## src/rtl/xy2_frame_sched.sv

```systemverilog
`default_nettype none
// ============================================================================
// Module : xy2_frame_sched
// Desc   : XY2-100 frame scheduler - point FIFO, frame timer, launch FSM.
//          Define XY2_HOLD_LAST_EN to resend the last point on FIFO underflow.
// Rev    : 1.0
// ============================================================================
module xy2_frame_sched #(
  parameter int DEPTH       = 16,
  parameter int FRAME_CYC   = 600,
  parameter int TIMEOUT_CYC = 1200,
  localparam int AW         = $clog2(DEPTH)
) (
  input  logic          clk50m,
  input  logic          rst_n,
  input  logic          enable,
  input  logic          wr_en,
  input  logic [15:0]   wr_x,
  input  logic [15:0]   wr_y,
  input  logic          clr_flags,
  input  logic          txdone,
  output logic          send_en,
  output logic [15:0]   x_data,
  output logic [15:0]   y_data,
  output logic          busy,
  output logic [AW:0]   fifo_level,
  output logic          full,
  output logic          empty,
  output logic          underflow,
  output logic          overrun,
  output logic          overflow,
  output logic          timeout,
  output logic [15:0]   frame_cnt
);

  localparam int TW = $clog2(FRAME_CYC);
  localparam int CW = $clog2(TIMEOUT_CYC);
  localparam logic [TW-1:0] c_timer_last = TW'(FRAME_CYC - 1);
  localparam logic [CW-1:0] c_to_last    = CW'(TIMEOUT_CYC - 1);
  localparam logic [AW:0]   c_depth      = (AW + 1)'(DEPTH);

  typedef enum logic [1:0] {
    ARMED     = 2'd0,
    SEND      = 2'd1,
    WAIT_DONE = 2'd2
  } state_t;

  state_t        r_state;
  logic [TW-1:0] r_timer;
  logic [CW-1:0] r_to_cnt;
  logic [AW-1:0] r_wr_ptr;
  logic [AW-1:0] r_rd_ptr;
  logic [31:0]   r_mem [DEPTH];

  logic w_tick;
  logic w_push;
  logic w_pop;
  logic w_empty_tick;
  logic w_relaunch;
  logic w_set_timeout;

  assign w_tick        = enable && (r_timer == c_timer_last);
  assign full          = (fifo_level == c_depth);
  assign empty         = (fifo_level == '0);
  assign busy          = (r_state != ARMED);
  assign w_push        = wr_en && !full;
  assign w_pop         = w_tick && (r_state == ARMED) && !empty;
  assign w_empty_tick  = w_tick && (r_state == ARMED) && empty;
  assign w_set_timeout = (r_state == WAIT_DONE) && !txdone && (r_to_cnt == c_to_last);

`ifdef XY2_HOLD_LAST_EN
  logic r_launched;

  // Relaunch is only meaningful once x_data/y_data hold a real point.
  always_ff @(posedge clk50m or negedge rst_n) begin
    if (!rst_n)
      r_launched <= 1'b0;
    else if (w_pop)
      r_launched <= 1'b1;
  end

  assign w_relaunch = w_empty_tick && r_launched;
`else
  assign w_relaunch = 1'b0;
`endif

  // Parked at the last count while disabled so the first enabled cycle ticks.
  always_ff @(posedge clk50m or negedge rst_n) begin
    if (!rst_n)
      r_timer <= c_timer_last;
    else if (!enable)
      r_timer <= c_timer_last;
    else if (r_timer == c_timer_last)
      r_timer <= '0;
    else
      r_timer <= r_timer + 1'b1;
  end

  always_ff @(posedge clk50m or negedge rst_n) begin
    if (!rst_n) begin
      r_wr_ptr   <= '0;
      r_rd_ptr   <= '0;
      fifo_level <= '0;
      r_mem      <= '{default: '0};
    end else begin
      if (w_push) begin
        r_mem[r_wr_ptr] <= {wr_x, wr_y};
        r_wr_ptr        <= r_wr_ptr + 1'b1;
      end
      if (w_pop)
        r_rd_ptr <= r_rd_ptr + 1'b1;
      if (w_push && !w_pop)
        fifo_level <= fifo_level + 1'b1;
      else if (!w_push && w_pop)
        fifo_level <= fifo_level - 1'b1;
    end
  end

  always_ff @(posedge clk50m or negedge rst_n) begin
    if (!rst_n) begin
      r_state   <= ARMED;
      send_en   <= 1'b0;
      x_data    <= '0;
      y_data    <= '0;
      r_to_cnt  <= '0;
      frame_cnt <= '0;
    end else begin
      send_en <= 1'b0;
      case (r_state)
        ARMED: begin
          if (w_pop) begin
            {x_data, y_data} <= r_mem[r_rd_ptr];
            send_en          <= 1'b1;
            r_state          <= SEND;
          end else if (w_relaunch) begin
            send_en <= 1'b1;
            r_state <= SEND;
          end
        end
        SEND: begin
          r_to_cnt <= '0;
          r_state  <= WAIT_DONE;
        end
        WAIT_DONE: begin
          if (txdone) begin
            frame_cnt <= frame_cnt + 1'b1;
            r_state   <= ARMED;
          end else if (r_to_cnt == c_to_last) begin
            r_state <= ARMED;
          end else begin
            r_to_cnt <= r_to_cnt + 1'b1;
          end
        end
        default: r_state <= ARMED;
      endcase
    end
  end

  // A set condition in the same cycle as clr_flags takes priority.
  always_ff @(posedge clk50m or negedge rst_n) begin
    if (!rst_n) begin
      underflow <= 1'b0;
      overrun   <= 1'b0;
      overflow  <= 1'b0;
      timeout   <= 1'b0;
    end else begin
      underflow <= (underflow && !clr_flags) || w_empty_tick;
      overrun   <= (overrun   && !clr_flags) || (w_tick && busy);
      overflow  <= (overflow  && !clr_flags) || (wr_en && full);
      timeout   <= (timeout   && !clr_flags) || w_set_timeout;
    end
  end

endmodule
`default_nettype wire

```

## config.mk

```make
export PLATFORM = sky130hd
export DESIGN_NAME = xy2_frame_sched
export DESIGN_NICKNAME = d
export VERILOG_FILES = /design/src/rtl/xy2_frame_sched.sv
export SDC_FILE = /design/constraint.sdc
export NUM_CORES = 1
export LEC_CHECK = 0
export CAP_MARGIN = 0
export CORE_MARGIN = 8
export CORE_UTILIZATION = 55
export DETAILED_ROUTE_END_ITERATION = 16
export PLACE_DENSITY = 0.81
export REMOVE_ABC_BUFFERS = 1
export SLEW_MARGIN = 5
export SYNTH_ARGS = -nofsm -noshare
export SYNTH_HDL_FRONTEND = slang
export SYNTH_SLANG_ARGS = --single-unit
```

## constraint.sdc

```tcl
create_clock -name clk50m -period 3.82 [get_ports clk50m]
set_input_delay 0.382 -clock clk50m [delete_from_list [all_inputs] [get_ports clk50m]]
set_output_delay 0.382 -clock clk50m [all_outputs]
set_load 0.02 [all_outputs]
```

# Yosys cells after proc, flatten, opt, wreduce, memory -nomap -nowiden
# Cells that the tools add are included.
# classes
bitwise_logic,2
addsub,7
order_cmp,3
muxes,19
eq_ne,9
reduce_logical,35
# op_table
operator,n
bitwise mux 512 bit,1
binary-select mux 32 bit (select 4 bit),1
demux 32 bit (select 4 bit),1
two-way mux 32 bit,3
two-way mux 11 bit,2
one-hot mux 11 bit (2 select lines),1
two-way mux 10 bit,2
"adder 16 x 1 -> 16 bit, second input constant",1
logical AND 1 bit,16
"adder 11 x 1 -> 11 bit, second input constant",1
"== test 11 bit, second input constant",1
"adder 10 x 1 -> 10 bit, second input constant",1
"== test 10 bit, second input constant",1
"greater-or-equal comparator 5 bit, second input constant",2
two-way mux 5 bit,2
NOT 4 -> 5 bit,2
"adder 4 x 1 -> 4 bit, second input constant",2
logical NOT 1 bit,6
two-way mux 2 bit,3
"!= test 2 bit, second input constant",3
one-hot mux 2 bit (3 select lines),1
AND reduction 2 bit,3
nonzero test 2 bit,3
"adder 5 x 1 -> 5 bit, second input constant",1
other kinds (11),15
# totals
ff_bits,601
word_cells,105
inputBits,38

# Logic depth before layout (Yosys ltp)
# Gate-level depths: netlist (run 1).
# logic_depth
word_depth,7
depth_mapped,13
ltp_nobuf,12

# Worst setup path before layout (run 1)
# No wires, ideal clock.
# synth_path
kind,reg2reg
startpoint,reg fifo_level[1]
endpoint,reg fifo_level[4]
arrival_ps,3067
stages_incl_launch_ff,13
path_slack_ps,672
t_required_ps,3740
setup_ps,80
period_less_slack_ps,3148
cell_sequence,dfrtp_1 nor4_1 nor2b_1 nor3_2 inv_2 buf_2 ha_1 inv_1 ha_1 a21o_1 a21oi_1 mux2i_1 xnor2_1
# synth_between
elab_chain_cells,6
# synth_rtl
element,line,source
from (decl),26,"output logic [AW:0] fifo_level,"
from (signal assigned),113,fifo_level <= fifo_level + 1'b1;
from (signal assigned),115,fifo_level <= fifo_level - 1'b1;
logical NOT 5 bit *,64,assign empty = (fifo_level == '0);
named net empty,28,"output logic empty,"
logical NOT 1 bit *,67,assign w_pop = w_tick && (r_state == ARMED) && !empty;
logical AND 1 bit *,67,
logical NOT 1 bit,112,if (w_push && !w_pop)
logical AND 1 bit,112,
two-way mux 5 bit / nonzero test 2 bit (equally long branches),-,
# Mark *: on every way through the listed nets, which the timed path passes. The rest lies on a longest branch. The select of a mux whose other input is x is not followed.
# A chain may end at the register's enable or synchronous reset.

# Final worst setup path (run 1)
# layout_path
startpoint,reg r_timer[0]
endpoint,reg fifo_level[4]
# layout_between
elab_chain_cells,7
# layout_rtl
element,line,source
from (decl),49,logic [TW-1:0] r_timer;
from (signal assigned),90,r_timer <= c_timer_last;
from (signal assigned),92,r_timer <= c_timer_last;
from (signal assigned),96,r_timer <= r_timer + 1'b1;
== test 10 bit *,62,assign w_tick = enable && (r_timer == c_timer_last);
logical AND 1 bit *,62,
logical AND 1 bit * (2 in a row),67,
logical NOT 1 bit,112,
logical AND 1 bit,112,
two-way mux 5 bit / nonzero test 2 bit (equally long branches),-,
# Every way passes the cells marked *; elsewhere a longest branch is shown, timed or not.

==> impl_results.html, run 1 <==
<table>
<tr><th>Metric</th><th>Value</th></tr>
<tr><th colspan="2">Critical path</th></tr>
<tr><td>Slowest CP cell</td><td>dfstp_2</td></tr>
<tr><td>Critical path capture point type</td><td>flip-flop</td></tr>
<tr><td>Capture point of the worst reg-to-reg path</td><td>fifo_level[4]</td></tr>
<tr><td>Largest fanout on the critical path</td><td>7</td></tr>
<tr><td>Start of the worst register-to-register path</td><td>r_timer[0]</td></tr>
<tr><td>Worst reg2reg setup slack</td><td>between 700 and 800 ps</td></tr>
<tr><td>Data arrival time of the worst path</td><td>3580 ps</td></tr>
<tr><td>Worst reg-to-reg path cell count</td><td>12</td></tr>
<tr><td>List of cells traversed by the critical path</td><td>ha_1, and2_1, nand4_4, nor3_2, inv_2, ha_1, inv_1, ha_1, a21o_1, a21oi_1, mux2i_1, xnor2_1</td></tr>
<tr><td>Delay contributed by the slowest stage of the critical path</td><td>540 ps</td></tr>
<tr><td>Critical path startpoint category</td><td>flip-flop</td></tr>
<tr><td>Required arrival time at the worst endpoint</td><td>4350 ps</td></tr>
<tr><td>Type of the setup path with the least slack</td><td>flip-flop to flip-flop</td></tr>
<tr><td>Cell repeated most along the worst path</td><td>ha_1</td></tr>
<tr><th colspan="2">Clock network</th></tr>
<tr><td>Clock sink total</td><td>601</td></tr>
<tr><td>CTS Buffer Depth</td><td>3</td></tr>
<tr><td>Cell chosen for the clock root</td><td>clkbuf_16</td></tr>
<tr><td>CTS tree</td><td>done</td></tr>
<tr><td>Level count of the clock H-tree</td><td>2</td></tr>
<tr><td>Clock network latency to the later pin of the worst-skew pair</td><td>620 ps</td></tr>
<tr><td>CTS buffer count</td><td>59</td></tr>
<tr><td>Clock slew seen by the registers of the worst setup and hold paths</td><td>around 60 ps</td></tr>
<tr><td>Buffers inserted by post-CTS timing repair</td><td>0</td></tr>
<tr><th colspan="2">Detailed routing</th></tr>
<tr><td>Mean number of vias per cell</td><td>~6</td></tr>
<tr><td>Antenna-violating nets left</td><td>0</td></tr>
<tr><td># DRC</td><td>0</td></tr>
<tr><td>Vias after detailed routing</td><td>15061</td></tr>
<tr><td>Routed wire length per instance</td><td>~24 um</td></tr>
<tr><td>First-pass detailed-route iteration total</td><td>5</td></tr>
<tr><td>Number of DRC markers after the initial detailed-route iteration</td><td>930</td></tr>
<tr><td>Routed wire length</td><td>60300 um</td></tr>
<tr><th colspan="2">STA</th></tr>
<tr><td>Final hold slack</td><td>400 ps</td></tr>
<tr><td>Setup violations, final</td><td>0</td></tr>
<tr><td>Shortest period the worst path allows</td><td>between 3000 and 4000 ps</td></tr>
<tr><td>Highest clock rate</td><td>about 0.33 GHz</td></tr>
<tr><td>Setup repair after global routing missed its margin</td><td>no</td></tr>
<tr><td>Final Hold Fails</td><td>0</td></tr>
<tr><td>Clock skew</td><td>approximately 19 ps</td></tr>
<tr><td>Transition time at the pin with the least slew margin</td><td>~1200 ps</td></tr>
<tr><td>Final Max Slew Viols</td><td>0</td></tr>
<tr><td>Setup Total Neg Slack</td><td>0 ps</td></tr>
<tr><td>Worst max-slew margin expressed relative to the limit</td><td>0.190</td></tr>
<tr><td>Fraction of the cycle the final worst path needs</td><td>0.797</td></tr>
<tr><th colspan="2">Yosys</th></tr>
<tr><td>Predominant post-synthesis flop cell</td><td>dfrtp_1</td></tr>
<tr><td>Syn Std Cell Area</td><td>about 27000 sq um</td></tr>
<tr><td>Proportion of synthesized flip-flops having asynchronous set or reset</td><td>1.00</td></tr>
<tr><td>Per-instance average area after synthesis</td><td>between 15 and 20 sq um</td></tr>
<tr><td>Synth unique cells</td><td>between 50 and 60</td></tr>
<tr><td>Proportion of synthesized chip area in sequential cells</td><td>0.556</td></tr>
<tr><td>Synth Warn #</td><td>0</td></tr>
<tr><td>EDFF count, synth</td><td>0</td></tr>
<tr><td>Cell accounting for the most synthesized area</td><td>dfrtp_1</td></tr>
<tr><td>Post-synthesis instance total</td><td>between 1500 and 2000</td></tr>
<tr><td>Register bit total from synthesis</td><td>601</td></tr>
<tr><td>Proportion of netlist area held by the largest area contributor</td><td>0.550</td></tr>
<tr><td>Top cells by area in the synthesized netlist</td><td>dfrtp_1 (55%), mux2_2 (18%), mux4_2 (11%)</td></tr>
<tr><th colspan="2">Finish</th></tr>
<tr><td>Share of cells above drive strength 1</td><td>0.415</td></tr>
<tr><td>Count of non-filler cells in the finished layout</td><td>about 2500</td></tr>
<tr><td>Final layout net count</td><td>between 1500 and 2000</td></tr>
<tr><td>Number of inserted filler cells in the final layout</td><td>3426</td></tr>
<tr><td>Syn-to-layout area delta</td><td>13.8%</td></tr>
<tr><th colspan="2">Power</th></tr>
<tr><td>Overall Power</td><td>25.6 mW</td></tr>
<tr><td>Worst IR Drop VDD</td><td>382 uV</td></tr>
<tr><td>PwrDens</td><td>831 nW/um^2</td></tr>
<tr><td>Reported leakage power</td><td>13.4 nW</td></tr>
<tr><th colspan="2">Floorplanning</th></tr>
<tr><td>CORE AREA</td><td>~49000 sq um</td></tr>
<tr><td>Starting Density</td><td>0.555</td></tr>
<tr><td>Overall die width</td><td>about 240 um</td></tr>
<tr><td>Die Height</td><td>between 200 and 250 um</td></tr>
<tr><td>DIE AREA</td><td>~57000 sq um</td></tr>
<tr><td>Top Ports</td><td>between 90 and 100</td></tr>
<tr><td>Count of standard-cell rows</td><td>between 80 and 90</td></tr>
<tr><th colspan="2">Hold path</th></tr>
<tr><td>Hold-critical path depth</td><td>2</td></tr>
<tr><td>Worst hold path class</td><td>input pin to flip-flop</td></tr>
<tr><td>Origin of the worst min-delay path</td><td>wr_en</td></tr>
<tr><td>Hold path endpoint</td><td>overflow</td></tr>
<tr><th colspan="2">Outcome</th></tr>
<tr><td>Outcome</td><td>complete, no violations</td></tr>
<tr><th colspan="2">Global route</th></tr>
<tr><td>Pin count of the biggest net entering global routing</td><td>130</td></tr>
<tr><td>Gr usage total</td><td>0.217</td></tr>
<tr><td>Wire length of the first global-routing pass</td><td>96500 um</td></tr>
<tr><td>Initial antenna violation count</td><td>3</td></tr>
<tr><td>Number of global-route vias before repair</td><td>around 17000</td></tr>
<tr><td>Overall overflow remaining after global route</td><td>0</td></tr>
<tr><th colspan="2">Placement</th></tr>
<tr><td>DP Wirelength</td><td>between 30000 and 40000 um</td></tr>
<tr><td>RePlAce Congestion</td><td>between 0.7 and 0.8</td></tr>
<tr><td>Number of buffers inserted by port buffering</td><td>slightly below 100</td></tr>
<tr><td>Total placed cells including tap cells</td><td>2385</td></tr>
<tr><th colspan="2">Flow run</th></tr>
<tr><td>Max cap viols</td><td>0</td></tr>
</table>
[layout make-up]
type | count | area, sq um | share of cell area
clock inverters | 21 | 181 | 0.00589
multi-input cells | 968 | 11300 | 0.368
flip-flops and latches | 601 | 15100 | 0.489
clock buffers | 89 | 1790 | 0.0581
diodes | 2 | 5.00 | 0.000163
repair buffers | 141 | 1550 | 0.0503
well taps | 664 | 831 | 0.0270
inverters | 12 | 45.0 | 0.00146
[worst max path at each step]
stage / from / endpoint / slack (ps) / cells past startpoint
floorplan: r_rd_ptr[2] / x_data[14] / -2300 / 3
global placement: enable / x_data[12] / 830 / 5
detailed placement: enable / fifo_level[4] / 780 / 11
CTS: r_timer[0] / fifo_level[4] / 780 / 12
global route: r_timer[0] / fifo_level[4] / 570 / 12
finish: r_timer[0] / fifo_level[4] / 770 / 12
[timing repair]
item,CTS,global route
hold buffers,1,0
endpoints found under the setup margin,0,0
hold endpoints to repair,93,0
gates resized for setup,0,0
[metrics by stage]
step                      area, sq um  utilization  setup WS (ps)
final                           30800        0.632            774
after detailed placement        28800        0.591            782
after global routing            30800        0.632            574
after CTS                       30800        0.632            780
after floorplan                 26400            -          -2300
after global placement          28800        0.591            832
[cells in the final DEF (no fill, tap or decap), drive strengths merged, types with 6 or more instances in the layout]
cell / netlist / final
mux2i: 66 / 66
o21ai: 10 / 10
xor2: 17 / 17
clkinv: 0 / 15
xnor2: 23 / 23
inv: 12 / 13
nor2b: 6 / 6
clkdlybuf4s50: 0 / 97
o221ai: 32 / 32
nand4: 14 / 14
dfrtp: 595 / 595
mux4: 128 / 128
buf: 74 / 43
and3: 7 / 7
dfstp: 6 / 6
nand2: 57 / 57
nor2: 25 / 25
nand3: 24 / 24
clkbuf: 61 / 89
ha: 13 / 13
mux2: 513 / 513
[per-layer routing]
layer / vias to the layer above / routed length (um) / share of wire / track usage
li1: 6514 / - / - / -
met4: 2 / 1230 / 0.020 / 0.0616
met1: 8178 / 25900 / 0.43 / 0.290
met5: - / 15 / 0.00025 / 0
met3: 85 / 2870 / 0.048 / 0.0378
met2: 282 / 30200 / 0.50 / 0.365
[critical path, delay by kind of cell, from the launching register on]
kind,cells,cell delay [ps]
AO/OA/AOI/OAI,2,360
XOR/XNOR,1,140
adder cells (fa/ha/maj),3,660
buffers and inverters,2,240
flip-flops,1,540
multiplexers,1,240
AND/OR/NAND/NOR,3,800
[power by group]
group | leakage, nW | internal (mW) | switching (mW)
sequential | 7.51 | 9.31 | 1.80
clock | 0.977 | 3.36 | 2.42
combinational | 4.88 | 5.09 | 3.61
[Yosys cell counts (3+ instances only)]
master / instances
ha_1: 13
o221ai_2: 31
dfstp_2: 6
nand3_2: 7
mux4_2: 128
mux2_2: 427
nor3_1: 3
inv_1: 11
nor2_1: 25
buf_6: 6
nand2_1: 57
mux2_1: 86
nand3_1: 17
xnor2_1: 23
nor2b_1: 5
mux2i_1: 66
clkbuf_1: 61
buf_4: 16
dfrtp_1: 595
a21oi_1: 4
and2_1: 4
xor2_1: 17
nand4_1: 11
and3_1: 7
o21ai_0: 10
buf_2: 51
[cells by family (layout without fill, tap and decap cells)]
group,Yosys count,count (layout),share of synthesized area
multiplexers,707,707,0.344
flip-flops,601,601,0.556
AND/OR/NAND/NOR,154,154,0.0306
buffers and inverters,147,263,0.0266
AO/OA/AOI/OAI,53,53,0.0227
XOR/XNOR,40,40,0.0129
adder cells (fa/ha/maj),14,14,0.00675
other,0,2,0
[state kept, by name, indices dropped and copies added (netlist names)]
register    count
underflow       1
timeout         1
overflow        1
r_timer        10
frame_cnt      16
fifo_level      5
x_data         16
y_data         16
send_en         1
overrun         1
r_to_cnt       11
r_wr_ptr        4
r_state         2
r_rd_ptr        4
r_mem         512
Power figures use the tool's default switching activity.
==> run 2, diff against run 1 <==
--- a/config.mk
+++ b/config.mk
@@ -9,7 +9,7 @@
 export CORE_MARGIN = 8
 export CORE_UTILIZATION = 55
 export DETAILED_ROUTE_END_ITERATION = 16
-export PLACE_DENSITY = 0.81
+export PLACE_DENSITY = 0.84
 export REMOVE_ABC_BUFFERS = 1
 export SLEW_MARGIN = 5
 export SYNTH_ARGS = -nofsm -noshare
==> constraint.sdc (replaced) <==
create_clock -name clk50m -period 2.6 [get_ports clk50m]
set_input_delay 0.26 -clock clk50m [delete_from_list [all_inputs] [get_ports clk50m]]
set_output_delay 0.26 -clock clk50m [all_outputs]
set_load 0.02 [all_outputs]
==> run 2 against run 1 <==
Effect of this change:
- via count rose by 1.8%
- non-clock buffer count up 37
- power up 48%
- clock power grew 44%
- sequential cell count did not move
- global-route usage rose by 0.53 points
- clock-buffer cell count rose by 3
- maximum frequency grew 22%
- worst setup slack worse by 680 ps
- combinational power grew 54%
- critical path type unchanged
- largest power group unchanged
==> impl_results.html, run 2 (synthesized netlist as in run 1, its figures left out) <==
<table>
<tr><th>Metric</th><th>Value</th></tr>
<tr><th colspan="2">Outcome</th></tr>
<tr><td>Outcome</td><td>complete, no violations</td></tr>
<tr><th colspan="2">STA</th></tr>
<tr><td>Shortest period the worst path allows</td><td>2510 ps (-540 ps)</td></tr>
<tr><td>Clock skew</td><td>40.5 ps (+21.8 ps)</td></tr>
<tr><td>Fraction of the cycle the final worst path needs</td><td>0.964 (+0.166)</td></tr>
<tr><td>Final Max Slew Viols</td><td>0 (unchanged)</td></tr>
<tr><td>Final hold slack</td><td>254 ps (-145 ps)</td></tr>
<tr><td>Transition time at the pin with the least slew margin</td><td>844 ps (-372 ps)</td></tr>
<tr><td>Setup violations, final</td><td>0 (unchanged)</td></tr>
<tr><td>Worst max-slew margin expressed relative to the limit</td><td>0.430 (+0.240)</td></tr>
<tr><td>Highest clock rate</td><td>0.399 GHz (+22%)</td></tr>
<tr><td>Setup repair after global routing missed its margin</td><td>no</td></tr>
<tr><td>Final worst slack</td><td>94.4 ps (-680 ps)</td></tr>
<tr><td>Final Hold Fails</td><td>0 (unchanged)</td></tr>
<tr><th colspan="2">Detailed routing</th></tr>
<tr><td>Number of DRC markers after the initial detailed-route iteration</td><td>1026 (+10%)</td></tr>
<tr><td>Mean number of vias per cell</td><td>6.06 (+0.55%)</td></tr>
<tr><td>Routed wire length per instance</td><td>24.4 um (+1.3%)</td></tr>
<tr><td>First-pass detailed-route iteration total</td><td>5 (unchanged)</td></tr>
<tr><td>Routed wire length</td><td>61800 um (+2.6%)</td></tr>
<tr><td>Vias after detailed routing</td><td>15338 (+1.8%)</td></tr>
<tr><td>Antenna-violating nets left</td><td>0 (unchanged)</td></tr>
<tr><td># DRC</td><td>0 (unchanged)</td></tr>
<tr><th colspan="2">Clock network</th></tr>
<tr><td>Cell chosen for the clock root</td><td>clkbuf_16</td></tr>
<tr><td>Clock slew seen by the registers of the worst setup and hold paths</td><td>60 ps (about the same)</td></tr>
<tr><td>CTS buffer count</td><td>59 (unchanged)</td></tr>
<tr><td>Clock network latency to the later pin of the worst-skew pair</td><td>640 ps (+20 ps)</td></tr>
<tr><td>CTS tree</td><td>done</td></tr>
<tr><td>Clock sink total</td><td>601 (unchanged)</td></tr>
<tr><td>CTS Buffer Depth</td><td>3 (unchanged)</td></tr>
<tr><td>Level count of the clock H-tree</td><td>2 (unchanged)</td></tr>
<tr><th colspan="2">Critical path</th></tr>
<tr><td>Worst reg-to-reg path cell count</td><td>12 (unchanged)</td></tr>
<tr><td>Critical path startpoint category</td><td>flip-flop</td></tr>
<tr><td>Data arrival time of the worst path</td><td>3030 ps (-550 ps)</td></tr>
<tr><td>Worst reg2reg setup slack</td><td>90 ps (-680 ps)</td></tr>
<tr><td>Critical path capture point type</td><td>flip-flop</td></tr>
<tr><td>Type of the setup path with the least slack</td><td>flip-flop to flip-flop</td></tr>
<tr><td>Required arrival time at the worst endpoint</td><td>3120 ps (-1230 ps)</td></tr>
<tr><td>Start of the worst register-to-register path</td><td>r_timer[0]</td></tr>
<tr><td>Largest fanout on the critical path</td><td>3 (-4)</td></tr>
<tr><td>Capture point of the worst reg-to-reg path</td><td>fifo_level[4]</td></tr>
<tr><th colspan="2">Floorplanning</th></tr>
<tr><td>Overall die width</td><td>238 um (unchanged)</td></tr>
<tr><td>CORE AREA</td><td>48700 sq um (unchanged)</td></tr>
<tr><td>Starting Density</td><td>0.555 (unchanged)</td></tr>
<tr><td>Top Ports</td><td>99 (unchanged)</td></tr>
<tr><td>Die Height</td><td>238 um (unchanged)</td></tr>
<tr><td>DIE AREA</td><td>56600 sq um (unchanged)</td></tr>
<tr><td>Count of standard-cell rows</td><td>81 (unchanged)</td></tr>
<tr><th colspan="2">Placement</th></tr>
<tr><td>DP Wirelength</td><td>36500 um (+2.9%)</td></tr>
<tr><td>Total placed cells including tap cells</td><td>2421 (+1.5%)</td></tr>
<tr><td>Setup slack after placement</td><td>-97.1 ps (-879 ps)</td></tr>
<tr><td>RePlAce Congestion</td><td>0.753 (-1.8%)</td></tr>
<tr><td>Number of buffers inserted by port buffering</td><td>98 (unchanged)</td></tr>
<tr><td>Area after DPL</td><td>29200 sq um (+1.5%)</td></tr>
<tr><th colspan="2">Finish</th></tr>
<tr><td>Final Instance Area</td><td>31300 sq um (+1.5%)</td></tr>
<tr><td>Leading cell type in the layout, fill and taps excluded</td><td>dfrtp_1</td></tr>
<tr><td>Share of cells above drive strength 1</td><td>0.426 (+0.0108)</td></tr>
<tr><td>Final layout net count</td><td>1872 (+2.0%)</td></tr>
<tr><td>Count of non-filler cells in the finished layout</td><td>2530 (+1.3%)</td></tr>
<tr><td>Flip-flop count of the largest register after layout</td><td>512 (unchanged)</td></tr>
<tr><td>Reg with most FFs</td><td>r_mem</td></tr>
<tr><td>Syn-to-layout area delta</td><td>15.5%</td></tr>
<tr><td>Top library cells by usage in the layout, fill and taps aside</td><td>dfrtp_1 (592), mux2_2 (427), mux4_2 (128)</td></tr>
<tr><th colspan="2">Power</th></tr>
<tr><td>PwrDens</td><td>1220 nW/um^2 (+46%)</td></tr>
<tr><td>Worst IR Drop VDD</td><td>651 uV (+70%)</td></tr>
<tr><td>Reported leakage power</td><td>13.6 nW (+1.6%)</td></tr>
<tr><th colspan="2">Global route</th></tr>
<tr><td>Gr usage total</td><td>0.223 (+0.00533)</td></tr>
<tr><td>Initial antenna violation count</td><td>4 (+1)</td></tr>
<tr><td>Number of global-route vias before repair</td><td>16985 (+2.2%)</td></tr>
<tr><td>Pin count of the biggest net entering global routing</td><td>77 (-41%)</td></tr>
<tr><td>Wire length of the first global-routing pass</td><td>98700 um (+2.3%)</td></tr>
<tr><td>Overall overflow remaining after global route</td><td>0 (unchanged)</td></tr>
<tr><th colspan="2">Hold path</th></tr>
<tr><td>Worst hold path class</td><td>input pin to async pin</td></tr>
<tr><th colspan="2">Flow run</th></tr>
<tr><td>Max cap viols</td><td>0 (unchanged)</td></tr>
</table>
-- run 2: worst max-delay path by stage --
stage,startpoint,end,cells after the start
finish,r_timer[0],fifo_level[4],12
global placement,r_timer[0],fifo_level[4],12
floorplan,r_rd_ptr[2],x_data[14],3
CTS,r_timer[0],fifo_level[4],12
global route,r_timer[0],fifo_level[4],12
detailed placement,r_timer[0],fifo_level[4],12
-- run 2: power by group --
part / internal (mW) / switching, mW
Clock: 4.76 / 3.59
Combinational: 7.83 / 5.59
Sequential: 13.7 / 2.57
-- run 2: area by class of cell --
cell class	count	area, sq um
Timing Repair Buffer	178	2000
Antenna cell	3	7.51
Inverter	12	47.5
Multi-Input combinational cell	968	11400
Tap cell	664	831
Clock buffer	92	1730
Fill cell	3300	17500
Clock inverter	12	155
Sequential cell	601	15100
-- run 2: repair_timing --
action,in CTS,in global routing
pin swaps,1,4
setup buffers,1,0
hold buffers,1,0
resized for setup,4,15
setup endpoints to repair,2,3
endpoints found under the hold margin,58,0
-- run 2: critical path, stage by stage (launching register included) --
cell and delay [ps]:
dfstp_2 560, ha_4 140, and2_4 150, nand4_4 120, nor3_4 240, inv_2 80
ha_4 180, inv_4 60, ha_4 200, a21o_1 190, a21oi_2 130, mux2i_1 240
xnor2_1 140
-- run 2: metrics by stage --
stage	setup TNS [ps]	total power, mW	util
2_1_floorplan	-314000	25.8	-
3_3_place_gp	0	28.6	0.600
3_5_place_dp	-97.1	29.6	0.600
4_1_cts	0	38.1	0.639
5_1_grt	0	40.0	0.641
6_report	0	38.0	0.641
-- run 2: routing by layer --
| metal | vias to the layer above | share of wire | global-route usage |
|---|---|---|---|
| met3 | 106 | 0.047 | 0.0358 |
| li1 | 6563 | - | - |
| met4 | 0 | 0.025 | 0.0710 |
| met1 | 8302 | 0.43 | 0.295 |
| met5 | - | 0 | 0 |
| met2 | 367 | 0.50 | 0.376 |
